$ cat src/rtl/imem_access_arbiter_if.sv
// Bus bundle between the instruction-memory arbiter, its two requesters
// (fetch and boot loader) and the single-port memory array.
interface imem_access_arbiter_if #(
  parameter int ADDR_WIDTH = 32,
  parameter int DATA_WIDTH = 32,
  parameter int WORD_AW    = 18
);
  logic                  f_req;
  logic [ADDR_WIDTH-1:0] f_addr;
  logic                  f_gnt;
  logic                  f_rvalid;
  logic [DATA_WIDTH-1:0] f_rdata;
  logic                  f_misalign;
  logic                  l_req;
  logic [ADDR_WIDTH-1:0] l_addr;
  logic [DATA_WIDTH-1:0] l_wdata;
  logic                  l_done;
  logic                  l_gnt;
  logic                  mem_en;
  logic                  mem_we;
  logic [WORD_AW-1:0]    mem_addr;
  logic [DATA_WIDTH-1:0] mem_wdata;
  logic [DATA_WIDTH-1:0] mem_rdata;

  modport slave (
    input  f_req, f_addr, l_req, l_addr, l_wdata, l_done, mem_rdata,
    output f_gnt, f_rvalid, f_rdata, f_misalign, l_gnt,
           mem_en, mem_we, mem_addr, mem_wdata
  );

  modport master (
    output f_req, f_addr, l_req, l_addr, l_wdata, l_done, mem_rdata,
    input  f_gnt, f_rvalid, f_rdata, f_misalign, l_gnt,
           mem_en, mem_we, mem_addr, mem_wdata
  );
endinterface

$ cat src/rtl/imem_access_arbiter.sv
// Shares the single-port instruction memory between fetch and the boot loader:
// loader-only BOOT phase, then round-robin RUN phase with a 1-cycle fetch response.
module imem_access_arbiter #(
  parameter int ADDR_WIDTH = 32,
  parameter int DATA_WIDTH = 32,
  parameter int WORD_AW    = 18
) (
  input  logic                 clk,
  input  logic                 rst,
  imem_access_arbiter_if.slave bus,
  output logic                 run,
  output logic [WORD_AW:0]     load_count
);

  typedef enum logic [0:0] {
    ST_BOOT = 1'b0,
    ST_RUN  = 1'b1
  } state_t;

  state_t                state_r;
  state_t                state_nxt_s;
  logic                  last_loader_r;
  logic                  last_loader_nxt_s;
  logic                  f_gnt_s;
  logic                  l_gnt_s;
  logic                  f_misal_s;
  logic                  rsp_pend_r;
  logic                  rsp_mis_r;
  logic [DATA_WIDTH-1:0] rdata_hold_r;
  logic [DATA_WIDTH-1:0] f_rdata_s;
  logic [WORD_AW:0]      load_count_r;
  logic                  unused_s;

  assign f_misal_s = (bus.f_addr[1:0] != 2'b00);
  // Upper address bits wrap away; loader low bits are ignored (word-only writes).
  assign unused_s  = ^{bus.f_addr[ADDR_WIDTH-1:WORD_AW+2],
                       bus.l_addr[ADDR_WIDTH-1:WORD_AW+2], bus.l_addr[1:0]};

  // Phase sequencing and round-robin grant selection.
  always_comb begin
    f_gnt_s           = 1'b0;
    l_gnt_s           = 1'b0;
    state_nxt_s       = state_r;
    last_loader_nxt_s = last_loader_r;
    case (state_r)
      ST_BOOT: begin
        l_gnt_s = bus.l_req;
        if (bus.l_done) begin
          state_nxt_s = ST_RUN;
        end else begin
          state_nxt_s = ST_BOOT;
        end
      end
      ST_RUN: begin
        if (bus.f_req && bus.l_req) begin
          if (last_loader_r) begin
            f_gnt_s = 1'b1;
          end else begin
            l_gnt_s = 1'b1;
          end
          last_loader_nxt_s = ~last_loader_r;
        end else begin
          f_gnt_s = bus.f_req;
          l_gnt_s = bus.l_req;
        end
      end
      default: begin
        state_nxt_s = ST_BOOT;
      end
    endcase
  end

  // Memory port drive for the granted requester; a misaligned fetch is granted but not issued.
  always_comb begin
    bus.mem_en    = 1'b0;
    bus.mem_we    = 1'b0;
    bus.mem_addr  = {WORD_AW{1'b0}};
    bus.mem_wdata = {DATA_WIDTH{1'b0}};
    if (l_gnt_s) begin
      bus.mem_en    = 1'b1;
      bus.mem_we    = 1'b1;
      bus.mem_addr  = bus.l_addr[WORD_AW+1:2];
      bus.mem_wdata = bus.l_wdata;
    end else if (f_gnt_s && !f_misal_s) begin
      bus.mem_en   = 1'b1;
      bus.mem_addr = bus.f_addr[WORD_AW+1:2];
    end else begin
      bus.mem_en = 1'b0;
    end
  end

  // Phase and arbitration-pointer registers.
  always_ff @(posedge clk) begin
    if (rst) begin
      state_r       <= ST_BOOT;
      last_loader_r <= 1'b1;
    end else begin
      state_r       <= state_nxt_s;
      last_loader_r <= last_loader_nxt_s;
    end
  end

  // Saturating count of accepted loader writes; MSB set means 2^WORD_AW reached.
  always_ff @(posedge clk) begin
    if (rst) begin
      load_count_r <= {(WORD_AW+1){1'b0}};
    end else if (l_gnt_s && !load_count_r[WORD_AW]) begin
      load_count_r <= load_count_r + {{WORD_AW{1'b0}}, 1'b1};
    end
  end

  // Response tracking: rdata and misalign hold their last shown values between responses.
  always_ff @(posedge clk) begin
    if (rst) begin
      rsp_pend_r   <= 1'b0;
      rsp_mis_r    <= 1'b0;
      rdata_hold_r <= {DATA_WIDTH{1'b0}};
    end else begin
      rsp_pend_r <= f_gnt_s;
      if (f_gnt_s) begin
        rsp_mis_r <= f_misal_s;
      end
      if (rsp_pend_r) begin
        rdata_hold_r <= f_rdata_s;
      end
    end
  end

  // Memory read data lands one cycle after issue, so it is forwarded rather than re-registered.
  always_comb begin
    f_rdata_s = rdata_hold_r;
    if (rsp_pend_r) begin
      if (rsp_mis_r) begin
        f_rdata_s = {DATA_WIDTH{1'b0}};
      end else begin
        f_rdata_s = bus.mem_rdata;
      end
    end else begin
      f_rdata_s = rdata_hold_r;
    end
  end

  assign bus.f_gnt      = f_gnt_s;
  assign bus.l_gnt      = l_gnt_s;
  assign bus.f_rvalid   = rsp_pend_r;
  assign bus.f_rdata    = f_rdata_s;
  assign bus.f_misalign = rsp_mis_r;
  assign run            = (state_r == ST_RUN);
  assign load_count     = load_count_r;

endmodule

$ cat src/flat_wrapper.sv
// flat-port wrapper written by rule: the top's interface ports become plain ports
module imem_access_arbiter_flat 
#(
  parameter int ADDR_WIDTH = 32,
  parameter int DATA_WIDTH = 32,
  parameter int WORD_AW    = 18
)
  (clk, rst, run, load_count, bus_f_req, bus_f_addr, bus_l_req, bus_l_addr, bus_l_wdata, bus_l_done, bus_mem_rdata, bus_f_gnt, bus_f_rvalid, bus_f_rdata, bus_f_misalign, bus_l_gnt, bus_mem_en, bus_mem_we, bus_mem_addr, bus_mem_wdata);
  imem_access_arbiter_if #(.ADDR_WIDTH(ADDR_WIDTH), .DATA_WIDTH(DATA_WIDTH), .WORD_AW(WORD_AW)) bus_i ();
  input  logic clk;
  input  logic rst;
  output logic run;
  output logic [WORD_AW:0] load_count;
  input wire logic [$bits(bus_i.f_req)-1:0] bus_f_req;
  input wire logic [$bits(bus_i.f_addr)-1:0] bus_f_addr;
  input wire logic [$bits(bus_i.l_req)-1:0] bus_l_req;
  input wire logic [$bits(bus_i.l_addr)-1:0] bus_l_addr;
  input wire logic [$bits(bus_i.l_wdata)-1:0] bus_l_wdata;
  input wire logic [$bits(bus_i.l_done)-1:0] bus_l_done;
  input wire logic [$bits(bus_i.mem_rdata)-1:0] bus_mem_rdata;
  output wire logic [$bits(bus_i.f_gnt)-1:0] bus_f_gnt;
  output wire logic [$bits(bus_i.f_rvalid)-1:0] bus_f_rvalid;
  output wire logic [$bits(bus_i.f_rdata)-1:0] bus_f_rdata;
  output wire logic [$bits(bus_i.f_misalign)-1:0] bus_f_misalign;
  output wire logic [$bits(bus_i.l_gnt)-1:0] bus_l_gnt;
  output wire logic [$bits(bus_i.mem_en)-1:0] bus_mem_en;
  output wire logic [$bits(bus_i.mem_we)-1:0] bus_mem_we;
  output wire logic [$bits(bus_i.mem_addr)-1:0] bus_mem_addr;
  output wire logic [$bits(bus_i.mem_wdata)-1:0] bus_mem_wdata;
  assign bus_i.f_req = bus_f_req;
  assign bus_i.f_addr = bus_f_addr;
  assign bus_i.l_req = bus_l_req;
  assign bus_i.l_addr = bus_l_addr;
  assign bus_i.l_wdata = bus_l_wdata;
  assign bus_i.l_done = bus_l_done;
  assign bus_i.mem_rdata = bus_mem_rdata;
  assign bus_f_gnt = bus_i.f_gnt;
  assign bus_f_rvalid = bus_i.f_rvalid;
  assign bus_f_rdata = bus_i.f_rdata;
  assign bus_f_misalign = bus_i.f_misalign;
  assign bus_l_gnt = bus_i.l_gnt;
  assign bus_mem_en = bus_i.mem_en;
  assign bus_mem_we = bus_i.mem_we;
  assign bus_mem_addr = bus_i.mem_addr;
  assign bus_mem_wdata = bus_i.mem_wdata;
  imem_access_arbiter #(.ADDR_WIDTH(ADDR_WIDTH), .DATA_WIDTH(DATA_WIDTH), .WORD_AW(WORD_AW)) u_core (.clk(clk), .rst(rst), .bus(bus_i), .run(run), .load_count(load_count));
endmodule
$ cat config.mk
export PLATFORM = sky130hd
export DESIGN_NAME = imem_access_arbiter_flat
export DESIGN_NICKNAME = d
export VERILOG_FILES = /design/src/rtl/imem_access_arbiter_if.sv /design/src/rtl/imem_access_arbiter.sv /design/src/flat_wrapper.sv
export SDC_FILE = /design/constraint.sdc
export NUM_CORES = 1
export LEC_CHECK = 0
export BUFFER_PORTS_ARGS = -buffer_cell sky130_fd_sc_hd__buf_2
export CORE_MARGIN = 1.5
export CORE_UTILIZATION = 34
export CTS_CLUSTER_SIZE = 12
export DETAILED_ROUTE_END_ITERATION = 12
export HOLD_SLACK_MARGIN = 0.02
export PLACE_DENSITY = 0.76
export SLEW_MARGIN = 15
export SYNTH_ARGS = -nofsm -noshare
export SYNTH_HDL_FRONTEND = slang
export SYNTH_SLANG_ARGS = --single-unit
$ cat constraint.sdc
create_clock -name clk -period 1.69 [get_ports clk]
set_input_delay 0.0845 -clock clk [delete_from_list [all_inputs] [get_ports clk]]
set_output_delay 0.0845 -clock clk [all_outputs]
set_load 0.005 [all_outputs]
==> flow_metrics.env, run 1 <==
export IMPL_fin_ws_ns=-0.0351
export IMPL_synthesis_nets=495
export IMPL_critPathKind="reg2reg"
export IMPL_cts_sinks=55
export IMPL_cts_buffers=5
export IMPL_first_global_vias=3033
export IMPL_worst_pin_slew_ns=0.382
export IMPL_wl_mm=9.48
export IMPL_die_area_um2=8680
export IMPL_firstDrtPassIters=4
export IMPL_grt_pass1_wl_mm=14.5
export IMPL_holdCritPathClass="in2reg"
export IMPL_placed_area_um2=4040
export IMPL_drtAntennaViolNets=0
export IMPL_die_h_um=93.1
export IMPL_crit_path_max_fanout=3
export IMPL_peakVddDrop_mv=0.375
export IMPL_hpwl_mm=7.48
export IMPL_insertion_delay_ns=0.31
export IMPL_synth_edf_count=0
export IMPL_cts_htree_levels=2
export IMPL_final_util=0.546
export IMPL_cp_arrival_ns=1.97
export IMPL_viasPerCell=4.71
export IMPL_synthCells=361
export IMPL_pre_cts_ws_ns=-0.0432
export IMPL_drtIter0Drc=123
export IMPL_fin_nets=716
export IMPL_fin_crit_ns=1.73
export IMPL_skew_ns=0.0123
export IMPL_cts_tree="built"
export IMPL_antenna_found_initial=0
export IMPL_stdcell_area_um2=4260
export IMPL_drive_gt1_frac=0.463
export IMPL_synth_cell_types=34
export IMPL_maxCapViolations=0
export IMPL_violations="negative setup slack"
export IMPL_seq_area_frac_synth=0.399
export IMPL_mappedNetlistArea_um2=2760
export IMPL_startpoint_type="flop"
export IMPL_yosysWarningCount=0
export IMPL_clockBufferDepth=2
export IMPL_setup_viol=11
export IMPL_antennaDiodeCount=0
export IMPL_drc=0
export IMPL_clock_root_buffer="clkbuf_8"
export IMPL_fmax_mhz=580
export IMPL_io_buffers=214
export IMPL_synth_area_per_cell_um2=7.65
export IMPL_place_gp_congestion=0.859
export IMPL_core_um2=7810
export IMPL_wl_per_cell_um=13.8
export IMPL_whs_ns=0.125
export IMPL_drv_slew=0
export IMPL_fin_crit_sh=1.02
export IMPL_synth_seq_cells=55
export IMPL_num_vias=3225
export IMPL_relSlewSlack=0.746
export IMPL_fp_dieW_um=93.1
export IMPL_final_cell_mix="211 x buf_2, 49 x dfxtp_1, 41 x o21ai_0"
export IMPL_status="finished, violations left"
export IMPL_crit_required_ns=1.94
export IMPL_rows=32
export IMPL_ios=241
export IMPL_clk_pin_slew_ns=0.11
export IMPL_p_per_area_nw_per_um2=615
export IMPL_syn_to_final_growth_pct=54.2
export IMPL_grt_max_degree=40
export IMPL_grt_overflow_total=0
export IMPL_p_leak_nw=2.21
export IMPL_start_util=0.354
export IMPL_hold_violations=0
export IMPL_ys_flop_type="dfxtp_1"
export IMPL_grt_total_usage=0.212
export IMPL_ys_async_sr_fraction=0
export IMPL_fill_cells=747
export IMPL_rsz0062_at_grt="true"
export IMPL_end_kind="flop"
export IMPL_final_common_cell="buf_2"
-- cell usage after synthesis, types with 3 or more instances --
cell | count | share of area
dfxtp_1 | 55 | 0.40
nand3_1 | 7 | 0.013
buf_4 | 3 | 0.0082
a22o_1 | 18 | 0.057
inv_1 | 37 | 0.050
and4_1 | 3 | 0.0095
or4_1 | 3 | 0.0082
nor3_1 | 3 | 0.0054
a21oi_1 | 9 | 0.016
and3_1 | 32 | 0.072
nor2_1 | 16 | 0.022
nor2b_1 | 34 | 0.077
xnor2_1 | 4 | 0.013
xor2_1 | 4 | 0.013
nand4_1 | 6 | 0.014
nand2_1 | 40 | 0.054
clkbuf_1 | 23 | 0.031
o21ai_0 | 41 | 0.074
or3_1 | 8 | 0.018
-- path summary, 6_finish.rpt --
check | slack [ns] | from | depth (start not counted) | to
max | -0.04 | u_core.load_count[18] | 5 | u_core.load_count[9]
min | 0.13 | bus_mem_rdata[6] | 4 | u_core.rdata_hold_r[6]
max reg2reg | -0.04 | u_core.load_count[18] | 5 | u_core.load_count[9]
min reg2reg | 0.52 | u_core.load_count[17] | 2 | u_core.load_count[17]
-- where the power goes --
part,switching (mW),internal (mW),leakage (nW)
Sequential,0.0138,1.33,0.447
Combinational,0.259,0.292,1.71
Clock,0.436,0.293,0.0483
Total,0.709,1.91,2.21
-- stage by stage --
stage / instances / TNS [ns] / power (mW)
after floorplan: 361 / 0 / 1.59
after global placement: 670 / 0 / 1.89
after detailed placement: 670 / -0.0716 / 1.90
after CTS: 683 / -0.239 / 2.65
after global routing: 685 / -2.66 / 2.76
final: 685 / -0.150 / 2.62
-- repair_timing --
action / CTS / global route
pin swaps: 2 / 5
buffers inserted: 4 / 2
endpoints found under the setup margin: 41 / 57
resized for setup: 14 / 11
hold buffers: 1 / 0
hold endpoints to repair: 1 / 0
-- area by class of cell --
class | count | area [um^2] | area share
Multi-Input combinational cell | 241 | 1440 | 0.339
Timing Repair Buffer | 241 | 1350 | 0.316
Sequential cell | 55 | 1110 | 0.260
Inverter | 38 | 145 | 0.0341
Tap cell | 102 | 128 | 0.0300
Clock buffer | 5 | 68.8 | 0.0162
Clock inverter | 3 | 18.8 | 0.00441
-- registers in the layout, indices dropped and copies added, names as in the netlist --
register	cells
u_core.rdata_hold_r	32
u_core.bus.f_misalign	1
u_core.load_count	19
u_core.run	1
u_core.last_loader_r	1
u_core.bus.f_rvalid	1
-- cell families (layout without fill, tap and decap cells) --
logic type,after synthesis,count (layout),synth area share
multiplexers,2,2,0.00770
buffers and inverters,65,287,0.0928
adder cells (fa/ha/maj),1,1,0.00453
XOR/XNOR,8,8,0.0254
flip-flops,55,55,0.399
AND/OR/NAND/NOR,160,160,0.317
AO/OA/AOI/OAI,70,70,0.154
-- layer usage --
metal	up-vias	part of all wire	GRT usage
li1	1645	-	-
met1	1430	0.40	0.241
met2	138	0.52	0.401
met3	12	0.064	0.0333
met4	0	0.018	0.0644
met5	-	0	0
-- critical path, stage by stage (launching register included) --
cell and delay, ns:
dfxtp_2 0.34, nand4b_1 0.20, buf_4 0.17, or4_4 0.41
or4_4 0.43, a21oi_2 0.12
(Power assumes the default switching activity.)
==> inputs of run 2 (changes only) <==
--- a/config.mk
+++ b/config.mk
@@ -12,6 +12,7 @@
 export DETAILED_ROUTE_END_ITERATION = 12
 export HOLD_SLACK_MARGIN = 0.02
 export PLACE_DENSITY = 0.76
+export SETUP_SLACK_MARGIN = 0.4
 export SLEW_MARGIN = 15
 export SYNTH_ARGS = -nofsm -noshare
 export SYNTH_HDL_FRONTEND = slang
==> flow_metrics.env, run 2 (synthesis gave the netlist of run 1 again) <==
export IMPL_setup_viol=1
export IMPL_tns_ns=-0.00248
export IMPL_hold_buffers=0
export IMPL_r2r_start="u_core.run"
export IMPL_total_power_mw=2.87
export IMPL_grt_overflow_total=0
export IMPL_fmax_mhz=591
export IMPL_hp_start="bus_l_done"
export IMPL_p_per_area_nw_per_um2=550
export IMPL_antenna_found_initial=0
export IMPL_peakVddDrop_mv=0.322
export IMPL_skew_ns=0.00790
export IMPL_start_util=0.354
export IMPL_clock_root_buffer="clkbuf_8"
export IMPL_final_cell_mix="211 x buf_2, 46 x dfxtp_1, 36 x buf_4"
export IMPL_first_global_vias=3353
export IMPL_cts_tree="built"
export IMPL_drc=0
export IMPL_drtAntennaViolNets=0
export IMPL_clockBufferDepth=2
export IMPL_antennaDiodeCount=0
export IMPL_placedCellCount=663
export IMPL_hold_violations=0
export IMPL_worst_pin_slew_ns=0.524
export IMPL_wl_per_cell_um=15.5
export IMPL_firstDrtPassIters=4
export IMPL_violations="negative setup slack"
export IMPL_end_kind="flop"
export IMPL_grt_total_usage=0.231
export IMPL_fp_dieW_um=93.1
export IMPL_io_buffers=214
export IMPL_crit_path_max_fanout=5
export IMPL_hpwl_mm=6.82
export IMPL_instances_no_fill=723
export IMPL_final_util=0.669
export IMPL_fin_nets=755
export IMPL_drive_gt1_frac=0.626
export IMPL_fin_ws_ns=-0.00248
export IMPL_grt_max_degree=39
export IMPL_p_leak_nw=2.82
export IMPL_status="finished, violations left"
export IMPL_cts_sinks=55
export IMPL_relSlewSlack=0.650
export IMPL_largest_reg_flops=32
export IMPL_insertion_delay_ns=0.30
export IMPL_core_um2=7810
export IMPL_grt_pass1_wl_mm=15.9
export IMPL_crit_required_ns=1.92
export IMPL_wl_mm=11.2
export IMPL_critPathKind="reg2reg"
export IMPL_drtIter0Drc=104
export IMPL_fin_crit_ns=1.69
export IMPL_maxCapViolations=0
export IMPL_cp_arrival_ns=1.93
export IMPL_ios=241
export IMPL_viasPerCell=4.90
export IMPL_placed_area_um2=3990
export IMPL_rsz0062_at_grt="true"
export IMPL_clk_pin_slew_ns=0.09
export IMPL_crit_start="u_core.run"
export IMPL_whs_ns=0.0360
export IMPL_startpoint_type="flop"
export IMPL_num_vias=3543
export IMPL_stdcell_area_um2=5220
export IMPL_holdCritPathClass="in2reg"
export IMPL_drv_slew=0
export IMPL_pre_cts_ws_ns=0.0370
export IMPL_die_area_um2=8680
export IMPL_die_h_um=93.1
export IMPL_cts_buffers=5
export IMPL_regMostFlops="u_core.rdata_hold_r"
export IMPL_syn_to_final_growth_pct=88.9
export IMPL_cts_htree_levels=2
export IMPL_fin_crit_sh=1.00
export IMPL_final_common_cell="buf_2"
export IMPL_rows=32
export IMPL_place_gp_congestion=0.841
==> run 2: cell count changes in the layout (fill, tap and decap cells not counted), sizes merged <==
cell | previous run | this run
clkbuf | 5 | 8
dlygate4sd3 | 1 | 0
buf | 240 | 279
clkinv | 2 | 0
inv | 39 | 38
==> run 2: area by class of cell <==
class	count	area [um^2]
Multi-Input combinational cell	241	1930
Tap cell	102	128
Clock buffer	7	97.6
Sequential cell	55	1120
Inverter	38	145
Fill cell	629	2590
Timing Repair Buffer	280	1800
==> run 2: layer usage <==
metal	track usage	wire length [um]
met5	0	0
met4	0.0871	272
met3	0.0398	540
met2	0.443	6210
met1	0.250	4190
==> run 2: critical path, stage by stage (launching register included) <==
cell	delay (ns)
dfxtp_4	0.36
and3_4	0.21
or4_4	0.50
or4_4	0.43
a21oi_2	0.14
==> run 2: final timing paths <==
check,cells after the start,slack [ns],to
max,4,-0.002,u_core.load_count[9]
min,3,0.04,u_core.run
max reg2reg,4,-0.002,u_core.load_count[9]
min reg2reg,2,0.51,u_core.run
==> run 2: power by group <==
group | switching [mW] | internal (mW)
combinational | 0.352 | 0.395
sequential | 0.0180 | 1.33
clock | 0.404 | 0.376
==> run 2: repair_timing <==
item	in CTS	in global routing
setup endpoints to repair	101	118
hold endpoints to repair	0	0
resized for setup	148	61
pin swaps	37	11
setup buffers	30	15
gates cloned	3	5
==> inputs of run 3 (changes only) <==
--- a/config.mk
+++ b/config.mk
@@ -6,12 +6,14 @@
 export NUM_CORES = 1
 export LEC_CHECK = 0
 export BUFFER_PORTS_ARGS = -buffer_cell sky130_fd_sc_hd__buf_2
-export CORE_MARGIN = 1.5
-export CORE_UTILIZATION = 34
+export CAP_MARGIN = 10
+export CORE_MARGIN = 2
+export CORE_UTILIZATION = 35
+export CTS_BUF_LIST = sky130_fd_sc_hd__clkbuf_2
 export CTS_CLUSTER_SIZE = 12
 export DETAILED_ROUTE_END_ITERATION = 12
 export HOLD_SLACK_MARGIN = 0.02
-export PLACE_DENSITY = 0.76
+export PLACE_DENSITY = 0.78
 export SETUP_SLACK_MARGIN = 0.4
 export SLEW_MARGIN = 15
 export SYNTH_ARGS = -nofsm -noshare
==> flow_metrics.env, run 3 (synthesis gave the netlist of run 1 again) <==
export IMPL_insertion_delay_ns=0.45
export IMPL_io_buffers=214
export IMPL_holdCritPathClass="in2reg"
export IMPL_ios=241
export IMPL_multi_input_area_um2=1990
export IMPL_core_um2=7690
export IMPL_crit_required_ns=1.61
export IMPL_rsz0062_at_grt="true"
export IMPL_hpwl_mm=7.48
export IMPL_cp_arrival_ns=1.76
export IMPL_drive_gt1_frac=0.618
export IMPL_clockBufferDepth=2
export IMPL_r2r_start="u_core.load_count[18]"
export IMPL_end_kind="output pin"
export IMPL_setup_viol=75
export IMPL_die_area_um2=8620
export IMPL_antenna_found_initial=2
export IMPL_min_to="u_core.bus.f_rvalid"
export IMPL_cts_sinks=55
export IMPL_regMostFlops="u_core.rdata_hold_r"
export IMPL_critPathSlowestCell="dfxtp_2"
export IMPL_final_cell_mix="210 x buf_2, 44 x buf_6, 44 x dfxtp_1"
export IMPL_regArea_um2=1120
export IMPL_wl_per_cell_um=17.7
export IMPL_drtAntennaViolNets=0
export IMPL_maxCapViolations=0
export IMPL_placedCellCount=664
export IMPL_cts_htree_levels=2
export IMPL_startpoint_type="flop"
export IMPL_clk_pin_slew_ns=0.26
export IMPL_r2r_slack_ns=-0.04
export IMPL_grt_total_usage=0.287
export IMPL_max_stage_delay_ns=0.39
export IMPL_num_vias=3883
export IMPL_r2r_end="u_core.load_count[9]"
export IMPL_hp_start="bus_l_req"
export IMPL_fin_nets=794
export IMPL_holdPathStages=3
export IMPL_crit_chain="and3_4 -> buf_6 -> nor2_4 -> buf_6 -> a22o_1 -> buf_2"
export IMPL_grt_pass1_wl_mm=19.3
export IMPL_reg2reg_depth=4
export IMPL_grt_max_degree=39
export IMPL_rows=32
export IMPL_p_leak_nw=3.03
export IMPL_critPathKind="reg2out"
export IMPL_skew_ns=0.0365
export IMPL_fill_cells=541
export IMPL_largest_reg_flops=32
export IMPL_wl_mm=13.5
export IMPL_first_global_vias=3854
export IMPL_clock_root_buffer="clkbuf_2"
export IMPL_peakVddDrop_mv=0.288
export IMPL_crit_start="u_core.last_loader_r"
export IMPL_final_util=0.746
export IMPL_hold_violations=0
export IMPL_whs_ns=0.0796
export IMPL_crit_path_max_fanout=6
export IMPL_violations="negative setup slack"
export IMPL_fin_crit_ns=1.84
export IMPL_fin_crit_sh=1.09
export IMPL_status="finished, violations left"
export IMPL_drc=0
export IMPL_worst_pin_slew_ns=0.580
export IMPL_cts_tree="built"
export IMPL_drv_slew=0
export IMPL_grt_overflow_total=0
export IMPL_instances_no_fill=763
export IMPL_drtIter0Drc=126
export IMPL_die_h_um=92.8
export IMPL_firstDrtPassIters=4
export IMPL_start_util=0.359
export IMPL_cts_buffers=5
export IMPL_relSlewSlack=0.613
export IMPL_p_per_area_nw_per_um2=503
export IMPL_viasPerCell=5.09
export IMPL_fin_ws_ns=-0.151
export IMPL_syn_to_final_growth_pct=108
export IMPL_fmax_mhz=543
export IMPL_place_gp_congestion=0.989
export IMPL_cpMostUsedCell="buf_6"
export IMPL_fp_dieW_um=92.8
export IMPL_final_common_cell="buf_2"
==> run 3: per-layer routing <==
metal	part of all wire	vias to the layer above	wire, um	GRT usage
li1	-	1806	-	-
met1	0.37	1826	4950	0.302
met2	0.52	197	7020	0.525
met3	0.067	52	912	0.0757
met4	0.046	2	626	0.141
met5	0.00096	-	13	0
==> run 3: final cells by class <==
cell class,count,share of cell area
Timing Repair Buffer,318,0.399
Multi-Input combinational cell,242,0.347
Clock buffer,6,0.00524
Inverter,38,0.0249
Clock inverter,1,0.00524
Sequential cell,55,0.196
Antenna cell,1,0.000436
Tap cell,102,0.0223
==> run 3: metrics by stage <==
stage / worst slack (ns) / area (um^2) / power (mW) / TNS, ns
floorplan: 0.0729 / 2800 / 1.59 / 0
global placement: 0.0786 / 3990 / 1.87 / 0
detailed placement: 0.0520 / 3990 / 1.88 / 0
CTS: -0.138 / 5280 / 2.78 / -4.51
global route: -0.254 / 5730 / 3.00 / -13.79
finish: -0.151 / 5730 / 2.89 / -5.62
==> run 3: worst max-delay path by stage <==
stage | end | slack, ns | depth (start not counted)
detailed placement | u_core.load_count[10] | 0.05 | 5
global route | bus_mem_addr[7] | -0.25 | 6
floorplan | u_core.load_count[13] | 0.07 | 5
global placement | u_core.load_count[9] | 0.08 | 4
CTS | bus_mem_addr[7] | -0.14 | 6
finish | bus_mem_addr[7] | -0.15 | 6
==> run 3: repair_timing <==
action	in CTS	in global routing
buffers inserted	42	16
resized for setup	174	69
hold buffers	22	1
pin swaps	40	18
endpoints found under the setup margin	104	129
hold endpoints to repair	22	1
cloned	8	2
==> run 3: power breakdown <==
part	internal (mW)	switching [mW]
clock network	0.248	0.415
registers	1.33	0.0200
logic	0.478	0.391
==> run 3: worst max-delay path, delay by kind of cell, from the launching register on <==
| family | cells | cell delay [ns] |
|---|---|---|
| DFF | 1 | 0.39 |
| AOI/OAI and AO/OA | 1 | 0.16 |
| buffers and inverters | 3 | 0.41 |
| and+or+nand+nor | 2 | 0.37 |
